`src/rtl/nn_pkg.sv`:
```
// rtl/nn_pkg.sv - shared neuron datapath defaults, FSM encoding and activation helper
package nn_pkg;

  localparam int NN_DATA_W    = 8;
  localparam int NN_ENTRIES   = 4;
  localparam int NN_ACC_W     = 20;
  localparam int NN_FRAC_BITS = 0;

  typedef enum logic [1:0] {
    ST_IDLE = 2'd0,
    ST_MAC  = 2'd1,
    ST_ACT  = 2'd2,
    ST_DONE = 2'd3
  } nn_state_e;

  localparam logic signed [NN_ACC_W-1:0] NN_ACT_MAX = NN_ACC_W'((1 << (NN_DATA_W - 1)) - 1);

  // Default-width shift/saturate/ReLU for activation stages built at package widths.
  function automatic logic [NN_DATA_W-1:0] sat_relu(input logic signed [NN_ACC_W-1:0] sum,
                                                     input int frac_bits);
    logic signed [NN_ACC_W-1:0] shifted;
    shifted = sum >>> frac_bits;
    if (shifted[NN_ACC_W-1])
      return '0;
    else if (shifted > NN_ACT_MAX)
      return NN_ACT_MAX[NN_DATA_W-1:0];
    else
      return shifted[NN_DATA_W-1:0];
  endfunction

endpackage

```
`src/rtl/nn_sat_relu.sv`:
```
// rtl/nn_sat_relu.sv - combinational arithmetic shift, signed saturation and ReLU
module nn_sat_relu
  import nn_pkg::*;
#(
  parameter int DATA_W    = NN_DATA_W,
  parameter int ACC_W     = NN_ACC_W,
  parameter int FRAC_BITS = NN_FRAC_BITS
) (
  input  logic signed [ACC_W-1:0] sum,
  output logic [DATA_W-1:0]       act
);

  localparam logic signed [ACC_W-1:0] ACT_MAX = ACC_W'((1 << (DATA_W - 1)) - 1);

  logic signed [ACC_W-1:0] shifted;

  // Any negative value clamps to zero, so the negative saturation limit never reaches the output.
  always_comb begin
    shifted = sum >>> FRAC_BITS;
    if (shifted[ACC_W-1])
      act = '0;
    else if (shifted > ACT_MAX)
      act = ACT_MAX[DATA_W-1:0];
    else
      act = shifted[DATA_W-1:0];
  end

endmodule

```
`src/rtl/neuron_mac_unit.sv`:
```
// rtl/neuron_mac_unit.sv - per-neuron weight/input buffer with serial signed MAC and ReLU output
module neuron_mac_unit
  import nn_pkg::*;
#(
  parameter int UNIT_ID   = 0,
  parameter int DATA_W    = NN_DATA_W,
  parameter int ENTRIES   = NN_ENTRIES,
  parameter int ACC_W     = NN_ACC_W,
  parameter int FRAC_BITS = NN_FRAC_BITS
) (
  input  logic                clk,
  input  logic                reset,
  input  logic                write,
  input  logic [1:0]          unit_sel,
  input  logic [1:0]          unit_address,
  input  logic [2*DATA_W-1:0] ram_data,
  input  logic                sum_trigger,
  input  logic                out_ready,
  output logic                out_valid,
  output logic [DATA_W-1:0]   act_out,
  output logic [ACC_W-1:0]    acc_out,
  output logic                busy,
  output logic                overrun
);

  localparam int IDX_W = (ENTRIES > 1) ? $clog2(ENTRIES) : 1;

  nn_state_e state, state_nxt;

  logic [2*DATA_W-1:0]       buffer [ENTRIES];
  logic [IDX_W-1:0]          idx;
  logic signed [ACC_W-1:0]   acc;
  logic                      trig_q, trig_qq, trig_edge;
  logic                      wr_hit, addr_ok;
  logic signed [DATA_W-1:0]  cur_w, cur_x;
  logic signed [2*DATA_W-1:0] prod;
  logic [DATA_W-1:0]         act_nxt;

  // The trigger is registered before edge detection so the held second cycle is never a new edge.
  assign trig_edge = trig_q & ~trig_qq;
  assign wr_hit    = write && (unit_sel == UNIT_ID[1:0]);
  assign addr_ok   = int'(unit_address) < ENTRIES;
  assign cur_w     = buffer[idx][2*DATA_W-1:DATA_W];
  assign cur_x     = buffer[idx][DATA_W-1:0];
  assign prod      = cur_w * cur_x;

  nn_sat_relu #(
    .DATA_W    (DATA_W),
    .ACC_W     (ACC_W),
    .FRAC_BITS (FRAC_BITS)
  ) u_sat_relu (
    .sum (acc),
    .act (act_nxt)
  );

  always_ff @(posedge clk) begin
    if (reset)
      state <= ST_IDLE;
    else
      state <= state_nxt;
  end

  always_comb begin
    state_nxt = state;
    case (state)
      ST_IDLE: if (trig_edge) state_nxt = ST_MAC;
      ST_MAC:  if (idx == IDX_W'(ENTRIES - 1)) state_nxt = ST_ACT;
      ST_ACT:  state_nxt = ST_DONE;
      ST_DONE: if (out_ready) state_nxt = ST_IDLE;
      default: state_nxt = ST_IDLE;
    endcase
  end

  always_comb begin
    busy      = (state != ST_IDLE);
    out_valid = (state == ST_DONE);
  end

  always_ff @(posedge clk) begin
    if (reset) begin
      for (int i = 0; i < ENTRIES; i++)
        buffer[i] <= '0;
      idx     <= '0;
      acc     <= '0;
      trig_q  <= 1'b0;
      trig_qq <= 1'b0;
      act_out <= '0;
      acc_out <= '0;
      overrun <= 1'b0;
    end else begin
      trig_q  <= sum_trigger;
      trig_qq <= trig_q;

      if (state == ST_IDLE && wr_hit && addr_ok)
        buffer[unit_address] <= ram_data;

      if ((wr_hit || trig_edge) && state != ST_IDLE)
        overrun <= 1'b1;

      case (state)
        ST_IDLE: begin
          if (trig_edge) begin
            acc <= '0;
            idx <= '0;
          end
        end
        ST_MAC: begin
          acc <= acc + {{(ACC_W - 2*DATA_W){prod[2*DATA_W-1]}}, prod};
          idx <= idx + 1'b1;
        end
        ST_ACT: begin
          act_out <= act_nxt;
          acc_out <= acc;
        end
        default: ;
      endcase
    end
  end

endmodule

```
`config.mk`:
```
export PLATFORM = sky130hd
export DESIGN_NAME = neuron_mac_unit
export DESIGN_NICKNAME = d
export VERILOG_FILES = /design/src/rtl/nn_pkg.sv /design/src/rtl/nn_sat_relu.sv /design/src/rtl/neuron_mac_unit.sv
export SDC_FILE = /design/constraint.sdc
export NUM_CORES = 1
export LEC_CHECK = 0
export BUFFER_PORTS_ARGS = -buffer_cell sky130_fd_sc_hd__buf_2
export CORE_MARGIN = 2
export CORE_UTILIZATION = 47
export CTS_CLUSTER_SIZE = 20
export DETAILED_ROUTE_END_ITERATION = 16
export PLACE_DENSITY = 0.61
export SLEW_MARGIN = 10
export SYNTH_ARGS = -nofsm -noshare
export SYNTH_HDL_FRONTEND = slang
export SYNTH_SLANG_ARGS = --single-unit
```
`constraint.sdc`:
```
create_clock -name clk -period 19.2 [get_ports clk]
set_input_delay 0.96 -clock clk [delete_from_list [all_inputs] [get_ports clk]]
set_output_delay 0.96 -clock clk [all_outputs]
set_load 0.02 [all_outputs]
```
==> results.md <==
* Rows at 48
* Layout Skew at 9.03 ps
* Setup Crit Path Kind: reg2reg
* CTS tree: built
* RSZ-0062 raised after global routing: no
* Layout cells sized above 1 at 0.145
* Post-synthesis area per instance at between 10 and 15 µm²
* Aggregate global-route resource usage at 0.195
* DRT Wirelength at approximately 17 mm
* Clock sink count at 121
* Setup bufs post-CTS at 0
* Post-route minimum period at 7520 ps
* Ys flop type: edfxtp_1
* Die ar. at 18,900 µm²
* Total core area at 17,400 µm²
* Post-detail-place hpwl at between 10 and 15 mm
* Max Transition Viols Final at 0
* Worst path buffer plus inverter count at 5
* GP Congestion at 0.839
* Initial DRC Count at 308
* First-pass GRT wire length at 28.3 mm
* Largest net degree at the start of global routing at 55
* Crit-path most repeated cell: inv_1
* Largest family of logic cells by synthesized area: adder cells
* Initial Utilization at 0.482
* Reg2Reg Setup Slack at 11,680 ps
* Post-synthesis cell area at 8360 µm²
* Worst slew margin at 0.216
* Asr flop ratio synth at 0
* NumNets Final at 989
* Synth Area in XOR/XNOR at 0.0320
* CP Max Fanout at 17
* GR Overflow Total at 0
* Vias in the first global route at 5,769
* CP endpoint kind: flip-flop
* Crit share post-route at 0.392
* Remaining DRCs at 0
* Max cap viols at 0
* Routed length per instance at between 15 and 20 µm
* Mapped Cells at approximately 800
* # IOs at 56
* Vias per cell at 5.13
* Multiplexer area fraction after synthesis at 0.0741
* CTS clock-pin slew for the worst setup and hold paths at 60 ps
* Yosys warns at 0
* Crit-path leading delay family: adder cells
* Post-synth EDFFs at 64
* Fmax at 133 MHz
* N_diodes at 0
* Via Count at 5,592
* Worst skew pair latency at 420 ps
* Adder-Cell Fraction of Synth Area at 0.216
* Syn-to-layout area delta at 13.1%
* Die H at 137 µm
* Slowest-stage cell, CP: dfxtp_1
* Slew @ Worst Pin at 1170 ps
* Num CTS Buffers at 17
* Final setup violation count at 0
* Final ANT Viol Nets at 0
* CP arrival at a little under 8000 ps
* Drt first pass iters at 5
* FF+latch count, synth at 121
* Startpoint Class: flip-flop
* Die width at about 140 µm
* Setup_tns at 0 ps
* CTS Hold Bufs at 0
* Port Buf Inserts at 55
* Synth Area in Compound Gates at 0.0831
* Type of the worst min-delay path: reg2reg
* Synth Net Count at approximately 930
* H-tree levels at 4
* Status: complete, no violations
* Sequential-to-total area share from yosys stat at 0.366
* CTS resizes at 0
* Max Root-Sink Buffers at 2
* Critical Path RT at 19,500 ps
* Initial antenna violation count at 0
* CTS Root Cell: clkbuf_16
* Synth cell types at 62
* Hold Vio Cnt, Final at 0
* CP peak stage delay at 850 ps
* Area share of and/or/nand/nor cells after synthesis at 0.170
==> layout make-up <==
| type | instances | area [µm²] |
|---|---|---|
| Tap cell | 225 | 282 |
| Inverter | 105 | 394 |
| Multi-Input combinational cell | 549 | 4810 |
| Timing Repair Buffer | 59 | 305 |
| Clock buffer | 18 | 429 |
| Sequential cell | 121 | 3060 |
| Clock inverter | 14 | 173 |
| Fill cell | 1497 | 7900 |
==> final timing paths <==
| kind | endpoint | from | depth (start not counted) |
|---|---|---|---|
| setup / recovery | acc[19] | flip-flop | 26 |
| hold / removal | trig_qq | trig_q | 1 |
| setup reg to reg | acc[19] | flip-flop | 26 |
| hold reg to reg | trig_qq | trig_q | 1 |
==> state kept, by name, summed over array words and instances, names as in the netlist, named ones only <==
register / count
acc: 20
acc_out: 20
act_out: 8
buffer: 64
idx: 2
overrun: 1
state: 2
trig_q: 1
trig_qq: 1
==> kinds of logic after synthesis <==
logic type	Yosys count
xor gates and xnor gates	29
buffers and inverters	128
DFF	121
and+or+nand+nor	274
adders and majority gates	111
muxes	43
AOI/OAI and AO/OA	92
==> synthesized netlist by cell type, types with 7 or more instances <==
| cell | instances | area (µm²) |
|---|---|---|
| nor2_1 | 86 | 323 |
| nand2_1 | 35 | 131 |
| a22oi_1 | 11 | 82.6 |
| clkbuf_1 | 16 | 60.1 |
| inv_1 | 104 | 390 |
| mux2i_1 | 27 | 270 |
| o21ai_1 | 11 | 55.1 |
| edfxtp_1 | 64 | 1920 |
| a21o_1 | 7 | 52.6 |
| a21oi_1 | 21 | 105 |
| xnor2_1 | 22 | 193 |
| fa_1 | 56 | 1120 |
| mux4_2 | 15 | 338 |
| dfxtp_1 | 57 | 1140 |
| ha_1 | 55 | 688 |
| nor2b_1 | 7 | 43.8 |
| and2_1 | 110 | 688 |
==> per-layer routing <==
| metal | track usage | wire [µm] |
|---|---|---|
| met1 | 0.257 | 7890 |
| met2 | 0.326 | 8250 |
| met3 | 0.0408 | 481 |
| met4 | 0.0521 | 195 |
| met5 | 0 | 0 |
==> cell usage in the layout (no fill, tap or decap), drive strengths merged, types with 8 or more instances in the layout <==
cell and count:
mux2i 27, mux4 15, inv 108, fa 56, buf 59, and2 110, clkbuf 18, dfxtp 57
a21oi 21, nor2 87, xnor2 22, edfxtp 64, a21o 8, o21ai 13, nand2 35, ha 55
a22oi 12
==> metrics by stage <==
| step | worst slack [ps] | instances | hold slack [ps] | cell area [µm²] | util |
|---|---|---|---|---|---|
| 3_3_place_gp | 11770 | 1059 | 451 | 8860 | 0.510 |
| 6_report | 11680 | 1091 | 474 | 9460 | 0.545 |
| 4_1_cts | 11640 | 1091 | 476 | 9460 | 0.545 |
| 2_1_floorplan | 12520 | 798 | 439 | 8360 | - |
| 5_1_grt | 11100 | 1091 | 483 | 9460 | 0.545 |
| 3_5_place_dp | 11630 | 1059 | 467 | 8860 | 0.510 |
Power is not shown: default switching activity piles up to over one toggle a cycle in this logic, so the estimate is an artifact.
